`config.mk`:
```
export PLATFORM = sky130hd
export DESIGN_NAME = stopwatch_ctrl
export DESIGN_NICKNAME = d
export VERILOG_FILES = /design/src/rtl/stopwatch_pkg.sv /design/src/rtl/stopwatch_ctrl_lap_buffer.sv /design/src/rtl/stopwatch_ctrl.sv
export SDC_FILE = /design/constraint.sdc
export NUM_CORES = 1
export LEC_CHECK = 0
export ABC_CLOCK_PERIOD_IN_PS = 2700
export BUFFER_PORTS_ARGS = -buffer_cell sky130_fd_sc_hd__buf_2
export CAP_MARGIN = 20
export CORE_MARGIN = 3
export CORE_UTILIZATION = 52
export DETAILED_ROUTE_END_ITERATION = 10
export HOLD_SLACK_MARGIN = 0.06
export PLACE_DENSITY_LB_ADDON = 0.1
export SLEW_MARGIN = 5
export SYNTH_ARGS = -nofsm -noshare
export SYNTH_HDL_FRONTEND = slang
export SYNTH_SLANG_ARGS = --single-unit
```
`constraint.sdc`:
```
create_clock -name clk_i -period 2.7 [get_ports clk_i]
set_input_delay 0.27 -clock clk_i [delete_from_list [all_inputs] [get_ports clk_i]]
set_output_delay 0.27 -clock clk_i [all_outputs]
set_load 0.01 [all_outputs]
```
`src/rtl/stopwatch_pkg.sv`:
```
// Shared types and constants for the stopwatch control slice.
//   state_e         : control FSM states
//   DefTimeW        : packed time width, 8 BCD digits, digit 7 in [31:28]
//   MaxTime         : 99:59:59.99 terminal time value
//   DefHoldTicks    : default 100 Hz ticks the display stays frozen after a lap
//   DefLapDepth     : default number of lap entries
package stopwatch_pkg;

  localparam int unsigned DefTimeW     = 32;
  localparam int unsigned DefHoldTicks = 200;
  localparam int unsigned DefLapDepth  = 4;
  localparam logic [31:0] MaxTime      = 32'h9959_5999;

  typedef enum logic [1:0] {
    StIdle    = 2'd0,
    StRun     = 2'd1,
    StLapHold = 2'd2,
    StStop    = 2'd3
  } state_e;

  // Counting states: the chain is enabled and laps may be captured.
  function automatic logic is_counting(state_e s);
    return (s == StRun) || (s == StLapHold);
  endfunction

endpackage

```
`src/rtl/stopwatch_ctrl_lap_buffer.sv`:
```
// Circular lap register file.
//   clk_i, reset_i : clock, synchronous active-high reset
//   clr_i          : drop all stored laps (pointer and count back to 0)
//   wr_en_i        : store wr_data_i at the write pointer, then advance it
//   rd_addr_i      : read index, 0 = newest entry
//   rd_data_o      : registered entry, 0 when rd_addr_i >= count
//   newest_o       : most recently written entry, combinational
//   count_o        : laps stored, saturating at Depth
module lap_buffer
  import stopwatch_pkg::*;
#(
  parameter int unsigned Depth = DefLapDepth,
  parameter int unsigned Width = DefTimeW
) (
  input  logic                     clk_i,
  input  logic                     reset_i,
  input  logic                     clr_i,
  input  logic                     wr_en_i,
  input  logic [Width-1:0]         wr_data_i,
  input  logic [$clog2(Depth)-1:0] rd_addr_i,
  output logic [Width-1:0]         rd_data_o,
  output logic [Width-1:0]         newest_o,
  output logic [$clog2(Depth):0]   count_o
);

  localparam int unsigned AW   = $clog2(Depth);
  localparam int unsigned CntW = AW + 1;

  logic [Width-1:0] mem_q [Depth];
  logic [AW-1:0]    wptr_q;
  logic [CntW-1:0]  count_q;
  logic [Width-1:0] rd_data_q;
  logic [AW-1:0]    newest_idx;
  logic [AW-1:0]    rd_idx;

  // Depth is a power of two, so pointer arithmetic wraps for free.
  assign newest_idx = wptr_q - AW'(1);
  assign rd_idx     = newest_idx - rd_addr_i;

  always_ff @(posedge clk_i) begin
    if (reset_i) begin
      wptr_q    <= '0;
      count_q   <= '0;
      rd_data_q <= '0;
    end else begin
      if (clr_i) begin
        wptr_q  <= '0;
        count_q <= '0;
      end else if (wr_en_i) begin
        wptr_q <= wptr_q + AW'(1);
        if (count_q != CntW'(Depth)) begin
          count_q <= count_q + CntW'(1);
        end
      end
      if ({1'b0, rd_addr_i} < count_q) begin
        rd_data_q <= mem_q[rd_idx];
      end else begin
        rd_data_q <= '0;
      end
    end
  end

  // Storage needs no reset: entries beyond count are never read out.
  always_ff @(posedge clk_i) begin
    if (wr_en_i && !reset_i && !clr_i) begin
      mem_q[wptr_q] <= wr_data_i;
    end
  end

  assign rd_data_o = rd_data_q;
  assign newest_o  = mem_q[newest_idx];
  assign count_o   = count_q;

endmodule

```
`src/rtl/stopwatch_ctrl.sv`:
```
// Stopwatch control FSM: turns debounced button pulses into count-enable and
// clear for the BCD counter chain, captures lap times and drives the display.
// Optional feature macro: STOPWATCH_AUTO_STOP_EN (stop at MaxTime instead of
// wrapping).
//   clk_i, reset_i   : clock, synchronous active-high reset
//   tick_100hz_i     : one-cycle 100 Hz pulse from the clock divider
//   btn_ss_i         : start/stop pulse
//   btn_lap_i        : lap/clear pulse
//   time_bcd_i       : live counter chain value
//   cnt_ovf_i        : terminal-count pulse from the last digit
//   cnt_en_o         : gated tick to the first counter (combinational)
//   cnt_clr_o        : one-cycle clear to all counters
//   disp_bcd_o       : value to the display mux (live, or newest lap in hold)
//   running_o        : high in RUN or LAP_HOLD
//   lap_cnt_o        : laps stored, saturating
//   lap_rd_addr_i    : lap read index, 0 = newest
//   lap_rd_data_o    : lap entry, 1-cycle latency
//   ovf_flag_o       : sticky overflow indicator
module stopwatch_ctrl
  import stopwatch_pkg::*;
#(
  parameter int unsigned LapDepth  = DefLapDepth,
  parameter int unsigned HoldTicks = DefHoldTicks,
  parameter int unsigned TimeW     = DefTimeW
) (
  input  logic                        clk_i,
  input  logic                        reset_i,
  input  logic                        tick_100hz_i,
  input  logic                        btn_ss_i,
  input  logic                        btn_lap_i,
  input  logic [TimeW-1:0]            time_bcd_i,
  input  logic                        cnt_ovf_i,
  output logic                        cnt_en_o,
  output logic                        cnt_clr_o,
  output logic [TimeW-1:0]            disp_bcd_o,
  output logic                        running_o,
  output logic [$clog2(LapDepth):0]   lap_cnt_o,
  input  logic [$clog2(LapDepth)-1:0] lap_rd_addr_i,
  output logic [TimeW-1:0]            lap_rd_data_o,
  output logic                        ovf_flag_o
);

  localparam int unsigned HoldW = $clog2(HoldTicks + 1);

  state_e            state_q, state_d;
  logic [HoldW-1:0]  hold_cnt_q, hold_cnt_d;
  logic              cnt_clr_q;
  logic              running_q;
  logic              ovf_flag_q;
  logic [TimeW-1:0]  disp_q;

  logic              counting;
  logic              lap_ev;
  logic              lap_wr;
  logic              lap_clr;
  logic              at_max;
  logic              ovf_set;
  logic [TimeW-1:0]  newest_lap;

  assign counting = is_counting(state_q);
  // Start/stop wins over lap when both arrive together.
  assign lap_ev   = btn_lap_i & ~btn_ss_i;

`ifdef STOPWATCH_AUTO_STOP_EN
  assign at_max  = counting & tick_100hz_i & (time_bcd_i == TimeW'(MaxTime));
  assign ovf_set = at_max;
`else
  assign at_max  = 1'b0;
  assign ovf_set = counting & cnt_ovf_i;
`endif

  // Straight from the state register: a tick alongside a stop still counts.
  assign cnt_en_o = tick_100hz_i & counting & ~at_max;
  assign lap_wr   = lap_ev & counting & ~at_max & ~reset_i;
  assign lap_clr  = lap_ev & (state_q == StStop);

  always_comb begin
    state_d    = state_q;
    hold_cnt_d = hold_cnt_q;
    unique case (state_q)
      StIdle: begin
        if (btn_ss_i) state_d = StRun;
      end
      StRun: begin
        if (btn_ss_i || at_max) begin
          state_d = StStop;
        end else if (lap_ev) begin
          state_d    = StLapHold;
          hold_cnt_d = '0;
        end
      end
      StLapHold: begin
        if (btn_ss_i || at_max) begin
          state_d = StStop;
        end else if (lap_ev) begin
          hold_cnt_d = '0;
        end else if (tick_100hz_i) begin
          // Leave on the tick that brings the count to HoldTicks.
          if (hold_cnt_q == HoldW'(HoldTicks - 1)) state_d = StRun;
          hold_cnt_d = hold_cnt_q + HoldW'(1);
        end
      end
      StStop: begin
        if (btn_ss_i) begin
          state_d = StRun;
        end else if (lap_ev) begin
          state_d = StIdle;
        end
      end
      default: state_d = StIdle;
    endcase
  end

  always_ff @(posedge clk_i) begin
    if (reset_i) begin
      state_q    <= StIdle;
      hold_cnt_q <= '0;
      cnt_clr_q  <= 1'b0;
      running_q  <= 1'b0;
      ovf_flag_q <= 1'b0;
      disp_q     <= '0;
    end else begin
      state_q    <= state_d;
      hold_cnt_q <= hold_cnt_d;
      cnt_clr_q  <= lap_clr;
      running_q  <= is_counting(state_d);
      if (lap_clr) begin
        ovf_flag_q <= 1'b0;
      end else if (ovf_set) begin
        ovf_flag_q <= 1'b1;
      end
      disp_q <= (state_q == StLapHold) ? newest_lap : time_bcd_i;
    end
  end

  lap_buffer #(
    .Depth (LapDepth),
    .Width (TimeW)
  ) u_lap_buffer (
    .clk_i     (clk_i),
    .reset_i   (reset_i),
    .clr_i     (lap_clr),
    .wr_en_i   (lap_wr),
    .wr_data_i (time_bcd_i),
    .rd_addr_i (lap_rd_addr_i),
    .rd_data_o (lap_rd_data_o),
    .newest_o  (newest_lap),
    .count_o   (lap_cnt_o)
  );

  assign cnt_clr_o  = cnt_clr_q;
  assign running_o  = running_q;
  assign ovf_flag_o = ovf_flag_q;
  assign disp_bcd_o = disp_q;

endmodule

```
==> results of run 1 <==
-- metrics by stage --
step                hold slack [ns]  utilization  setup slack (ns)  power (mW)  cells
floorplan                    0.3689            -           0.04401       4.000    541
global placement             0.4632       0.5982            0.4872       4.228    851
detailed placement           0.4705       0.5982            0.4278       4.242    851
CTS                          0.1802       0.6693            0.4099       7.421    924
global route                 0.1948       0.6693            0.2571       7.589    924
finish                       0.1827       0.6693            0.4322       7.351    924
-- state kept, by name (all words and copies together) (netlist names) --
| name | flops |
|---|---|
| u_lap_buffer.mem_q | 128 |
| disp_bcd_o | 32 |
| u_lap_buffer.rd_data_o | 32 |
| hold_cnt_q | 8 |
| u_lap_buffer.count_o | 3 |
| state_q | 2 |
| u_lap_buffer.wptr_q | 2 |
| cnt_clr_o | 1 |
| ovf_flag_o | 1 |
| running_o | 1 |
-- power by group through the flow --
| stage | combinational, mW | clock [mW] | sequential [mW] |
|---|---|---|---|
| final | 0.706 | 3.15 | 3.50 |
| after global routing | 0.766 | 3.32 | 3.50 |
| after CTS | 0.718 | 3.20 | 3.50 |
| after detailed placement | 0.675 | 0 | 3.57 |
| after global placement | 0.663 | 0 | 3.56 |
| after floorplan | 0.406 | 0 | 3.59 |
-- routing by layer --
layer	up-vias	wire length (um)
li1	2367	-
met1	2567	7532
met2	147	9435
met3	31	833
met4	0	484
met5	-	0
-- Yosys cell counts, drive strengths merged, types with 2 or more instances --
library cell    n
a21oi           6
and2            5
buf            15
clkbuf         15
dfxtp          82
edfxtp        128
ha             13
inv            11
mux2i          98
mux4           32
nand2           5
nand2b          4
nand3           3
nor2           52
nor2b           5
nor3            3
o21ai           5
o22ai          32
or3             2
xnor2           9
xor2            3
-- cell usage in the layout, fill, tap and decap left out, types with 4 or more instances in the layout --
cell type / instances
edfxtp_1: 128
buf_2: 110
mux2i_1: 98
dfxtp_1: 81
nor2_1: 52
dlygate4sd3_1: 33
o22ai_1: 32
mux4_2: 32
clkbuf_16: 23
buf_4: 14
inv_1: 11
ha_1: 11
xnor2_1: 8
a21oi_1: 6
nor2b_1: 5
nand2_1: 5
o21ai_0: 5
buf_12: 5
and2_2: 4
clkbuf_8: 4
-- final cells by class --
type / instances / area, um^2 / area share
Timing Repair Buffer: 162 / 1086 / 0.1048
Multi-Input combinational cell: 290 / 2715 / 0.2620
Tap cell: 211 / 264.0 / 0.02548
Clock inverter: 11 / 131.4 / 0.01268
Sequential cell: 210 / 5487 / 0.5295
Clock buffer: 29 / 638.1 / 0.06158
Inverter: 11 / 41.29 / 0.003985
-- final timing paths --
check                                      startpoint                                   end  slack, ns
hold reg to reg               ovf_flag_o$_SDFFE_PP0P_               ovf_flag_o$_SDFFE_PP0P_       0.48
setup / recovery  u_lap_buffer.wptr_q[0]$_SDFFE_PP0P_  u_lap_buffer.rd_data_o[1]$_SDFF_PP0_       0.43
hold / removal                                reset_i             disp_bcd_o[29]$_SDFF_PP0_       0.18
setup reg to reg  u_lap_buffer.wptr_q[0]$_SDFFE_PP0P_  u_lap_buffer.rd_data_o[1]$_SDFF_PP0_       0.43
-- repair_timing --
item / in CTS / in global routing
setup buffers: 0 / 0
hold endpoints to repair: 131 / 0
hold buffers: 33 / 0
-- logic make-up after synthesis --
group,count (synthesis)
AND/OR/NAND/NOR,86
XOR/XNOR,12
AO/OA/AOI/OAI,49
flip-flops,210
multiplexers,130
adder cells (fa/ha/maj),13
buffers and inverters,41
==> impl_metrics.yaml, run 1 <==
critical_path:
  cp-end-kind: "register"
  critPathLaunchType: "register"
  slowest_delay_ns: 0.72
  critPathRequiredTime_ns: 3.04
  cp_top_family: "XOR/XNOR gates"
  critical_path.cell_chain: "inv_1 > ha_2 > xnor2_4 > buf_12 > mux2i_1 > o22ai_1"
  path_class: "register to register"
  cp_data_arrival_time_ns: 2.61
  cp_num_cells: 6
  worst-path-max-fanout: 17
  cp_slowest_cell: "xnor2_4"
  cp_num_buf_inv: 2
  ff2ff_path_depth: 6
synthesis:
  synth_xor_area_frac: 0.01347
  synthArstFlopShare: 0
  ys_seq_elements: 210
  yosysWarnings: 0
  synthTopCellsByArea: "edfxtp_1, dfxtp_1, mux2i_1, mux4_2, o22ai_1"
  synth-main-ff-cell: "edfxtp_1"
  yosysSeqAreaShare: 0.6563
  netlist_instances: 541
  synthAdderAreaFrac: 0.01946
  avgSynthCellArea_um2: 15.45
  synth_top_family_by_area: "multiplexers"
  synthMuxAreaShare: 0.2036
  synth_edf_count: 128
  synth_compound_area_frac: 0.03728
  syn-num-nets: 594
  yosys.area_share.simple: 0.04820
  netlist.area_leader.share: 0.4599
  ys_types: 37
  netlist_area_um2: 8358
  yosysTopAreaCell: "edfxtp_1"
power:
  power.net_switching_mw: 1.595
  ir_drop_mv: 0.5526
  p_leak_nw: 3.988
  p_seq_frac: 0.476
  swShare: 0.2170
  p_int_mw: 5.756
  pwr-share-clk: 0.428
  p_comb_frac: 0.096
  p_per_area_nw_per_um2: 709.4
routing:
  dr.pass1.iters: 4
  ant_nets: 0
  routed_via_density: 5.532
  wl_per_cell_um: 19.79
  totalWireLength_um: 18290
  vias: 5112
  drt_iter0_drc: 299
  route.detailed.drc: 0
place:
  portBuffers: 110
  place_congestion: 0.7856
  hpwl_um: 11090
  placed_cell_area_um2: 9263
global_route:
  use_met3: 0.02852
  antenna_found_initial: 0
  track_usage: 0.2072
  grtUsageMet2: 0.3612
  gr-usage-met1: 0.2721
  grt_pass1_vias: 5384
  grt-busiest-layer: "met2"
  grt_pass1_wl_um: 28930
  grt_overflow: 0
  grt_max_degree: 34
finish:
  area_growth_pct: 23.98
  num-fill-cells: 1118
  insertedDiodeCount: 0
  drive_gt1_frac: 0.2903
  final_area_um2: 10360
  nets: 750
clock_tree:
  cts_tree: "yes"
  cts_buffers: 22
  post_cts_resized: 0
  cts.path.max_buffers: 3
  cts.sinks: 210
  htree_levels: 1
  clock_latency_ns: 0.49
  cts.root.buffer_cell: "clkbuf_16"
  path_clk_slew_ns: 0.06
min_path:
  min_delay_path_depth: 2
  hold_class: "primary input to register"
floorplan:
  die_x_um: 132.8
  dieArea_um2: 17630
  io_pins: 111
  fp-row-count: 45
  start_util: 0.5398
  dieHeight_um: 132.8
  core_um2: 15480
timing:
  period_share: 0.8399
  layout_min_cycle_time_ns: 2.268
  setup_tns_ns: 0
  setup_viol: 0
  hold_viol: 0
  grt_setup_unrepaired: "false"
  worst_pin_slew_ns: 0.8731
  max-slew-margin-rel: 0.4180
  slew_viol_final: 0
  fin_skew_ns: 0.006254
  fmaxAchievable_ghz: 0.4410
run_status:
  status: "finished, final reports clean"
run:
  cap_viol_max_count: 0
No activity file was read; power rests on OpenSTA's default activity.
==> run 2, diff against run 1 <==
--- a/config.mk
+++ b/config.mk
@@ -5,11 +5,12 @@
 export SDC_FILE = /design/constraint.sdc
 export NUM_CORES = 1
 export LEC_CHECK = 0
-export ABC_CLOCK_PERIOD_IN_PS = 2700
+export ABC_AREA = 1
+export ABC_CLOCK_PERIOD_IN_PS = 2200
 export BUFFER_PORTS_ARGS = -buffer_cell sky130_fd_sc_hd__buf_2
 export CAP_MARGIN = 20
 export CORE_MARGIN = 3
-export CORE_UTILIZATION = 52
+export CORE_UTILIZATION = 58
 export DETAILED_ROUTE_END_ITERATION = 10
 export HOLD_SLACK_MARGIN = 0.06
 export PLACE_DENSITY_LB_ADDON = 0.1
==> constraint.sdc (replaced) <==
create_clock -name clk_i -period 2.2 [get_ports clk_i]
set_input_delay 0.22 -clock clk_i [delete_from_list [all_inputs] [get_ports clk_i]]
set_output_delay 0.22 -clock clk_i [all_outputs]
set_load 0.01 [all_outputs]
==> impl_metrics.yaml, run 2 <==
timing:
  hold_viol: 0
  fmaxAchievable_ghz: 0.5096
  grt_setup_unrepaired: "false"
  fin_skew_ns: 0.01338
  setup_viol: 0
  setup_tns_ns: 0
  worst_pin_slew_ns: 0.6010
  layout_min_cycle_time_ns: 1.962
  slew_viol_final: 0
  period_share: 0.8920
  max-slew-margin-rel: 0.5993
finish:
  nets: 1117
  insertedDiodeCount: 0
  num-fill-cells: 1024
  seq_area_um2: 5485
  final_cells: 1264
  largest_register_ffs: 128
  regMostFlops: "u_lap_buffer.mem_q"
  layout_common_cells: "o21ai_0, edfxtp_1, inv_1"
  layout_commonest_cell: "o21ai_0"
  multi_input_area_um2: 2794
  drive_gt1_frac: 0.2102
  area_growth_pct: 21.30
  fin_util: 0.7343
place:
  hpwl_um: 12120
  place_congestion: 0.8421
  portBuffers: 110
  place_inst: 1190
routing:
  totalWireLength_um: 19910
  routed_via_density: 5.408
  drt_iter0_drc: 490
  dr.pass1.iters: 6
  ant_nets: 0
  vias: 6836
  wl_per_cell_um: 15.75
  route.detailed.drc: 0
global_route:
  grt_max_degree: 132
  grt_overflow: 0
  antenna_found_initial: 0
  grt_pass1_vias: 6606
  grt_pass1_wl_um: 31850
  track_usage: 0.2344
critical_path:
  cp_slowest_cell: "dfxtp_1"
  cp_data_arrival_time_ns: 2.35
  critPathLaunchType: "register"
  cp-end-kind: "register"
  critPathRequiredTime_ns: 2.58
  worst-path-max-fanout: 32
  critical_path.cell_chain: "clkinv_2 > ha_1 > buf_4 > a21oi_1 > o21ai_0 > nand3_1 > o211ai_1 > inv_1"
  worstSetupStartpoint: "u_lap_buffer.wptr_q[0]$_SDFFE_PP0P_"
  slowest_delay_ns: 0.44
  path_class: "register to register"
  regToRegStartpoint: "u_lap_buffer.wptr_q[0]$_SDFFE_PP0P_"
floorplan:
  start_util: 0.6053
  die_x_um: 130.6
  dieArea_um2: 17040
  fp-row-count: 44
  core_um2: 14860
  io_pins: 111
  dieHeight_um: 130.6
synthesis:
  netlist_instances: 926
  yosysTopAreaCell: "edfxtp_1"
  ys_types: 31
  yosysWarnings: 0
  syn-num-nets: 979
  synthArstFlopShare: 0
  ys_top_cells_by_count: "o21ai_0, edfxtp_1, inv_1, nand2_1, dfxtp_1"
  synthTopCellsByArea: "edfxtp_1, dfxtp_1, o21ai_0, inv_1, a21oi_1"
  ys_seq_elements: 210
  netlist.area_leader.share: 0.4272
  yosysMostFrequentCell: "o21ai_0"
  avgSynthCellArea_um2: 9.716
  synth_edf_count: 128
  synth-main-ff-cell: "edfxtp_1"
  netlist_area_um2: 8997
  yosysSeqAreaShare: 0.6097
clock_tree:
  htree_levels: 1
  clock_latency_ns: 0.50
  cts_tree: "yes"
  cts.sinks: 210
  path_clk_slew_ns: 0.06
  cts.path.max_buffers: 3
  cts.root.buffer_cell: "clkbuf_16"
  cts_buffers: 22
min_path:
  min-delay-start: "btn_ss_i"
  hold_class: "primary input to register"
run_status:
  status: "finished, final reports clean"
run:
  cap_viol_max_count: 0
power:
  p_per_area_nw_per_um2: 817.9
  p_leak_nw: 4.568
  ir_drop_mv: 0.7677
-- run 2: cell types whose count changed in the layout (fill, tap and decap cells not counted), moves of 35 or more --
cell	delta
mux2i_1	-98
nand3_1	+35
a21oi_1	+71
o21ai_0	+139
inv_1	+105
nand2_1	+96
-- run 2: power breakdown --
group | internal [mW] | switching (mW) | total [mW]
clock network | 2.33 | 1.44 | 3.78
registers | 4.26 | 0.0304 | 4.29
logic | 0.311 | 0.552 | 0.863
total | 6.90 | 2.03 | 8.93
-- run 2: cell type report --
type	instances	area share
clock buffers	28	0.05640
inverters	128	0.04437
well taps	184	0.02109
flip-flops and latches	210	0.5026
clock inverters	12	0.01227
repair buffers	168	0.1073
multi-input cells	534	0.2560
-- run 2: worst paths after layout --
path | to | slack [ns] | depth (start not counted)
hold reg to reg | hold_cnt_q[7]$_SDFFE_PP0P_ | 0.51 | 2
setup / recovery | disp_bcd_o[29]$_SDFF_PP0_ | 0.24 | 8
hold / removal | state_q[1]$_SDFF_PP0_ | 0.14 | 4
setup reg to reg | disp_bcd_o[29]$_SDFF_PP0_ | 0.24 | 8
-- run 2: cells by family (layout without fill, tap and decap cells) --
| group | Yosys count | in the layout | share of synthesized area |
|---|---|---|---|
| and+or+nand+nor | 239 | 239 | 0.1185 |
| buffers and inverters | 182 | 336 | 0.08566 |
| DFF | 210 | 210 | 0.6097 |
| AOI/OAI and AO/OA | 280 | 280 | 0.1662 |
| xor gates and xnor gates | 2 | 2 | 0.001947 |
| adders and majority gates | 13 | 13 | 0.01808 |
-- run 2: per-layer routing --
layer | routed length [um] | track usage
met3 | 1075 | 0.03577
met5 | 0 | 0
met1 | 8500 | 0.3095
met2 | 9901 | 0.3960
met4 | 435 | 0.08469
-- run 2: per-stage QoR --
step	area (um^2)	hold WS (ns)	setup WS (ns)	total power, mW
after floorplan	9007	0.2884	-0.1685	4.908
after global placement	9822	0.4540	0.1780	5.170
after detailed placement	9822	0.4556	0.1345	5.182
after CTS	10910	0.1174	0.1109	8.982
after global routing	10910	0.1808	0.09913	9.256
final	10910	0.1363	0.2377	8.926
-- run 2: repair_timing --
| item | in CTS | in global routing |
|---|---|---|
| endpoints found under the setup margin | 0 | 43 |
| buffers inserted | 0 | 0 |
| hold endpoints to repair | 163 | 0 |
| hold buffers | 34 | 0 |
| gates resized for setup | 0 | 1 |
-- run 2: worst max-delay path, delay by kind of cell, from the launching register on --
kind	cells	cell delay [ns]
buffers and inverters	3	0.61
and+or+nand+nor	1	0.13
DFF	1	0.44
AOI/OAI and AO/OA	3	0.34
adders and majority gates	1	0.33
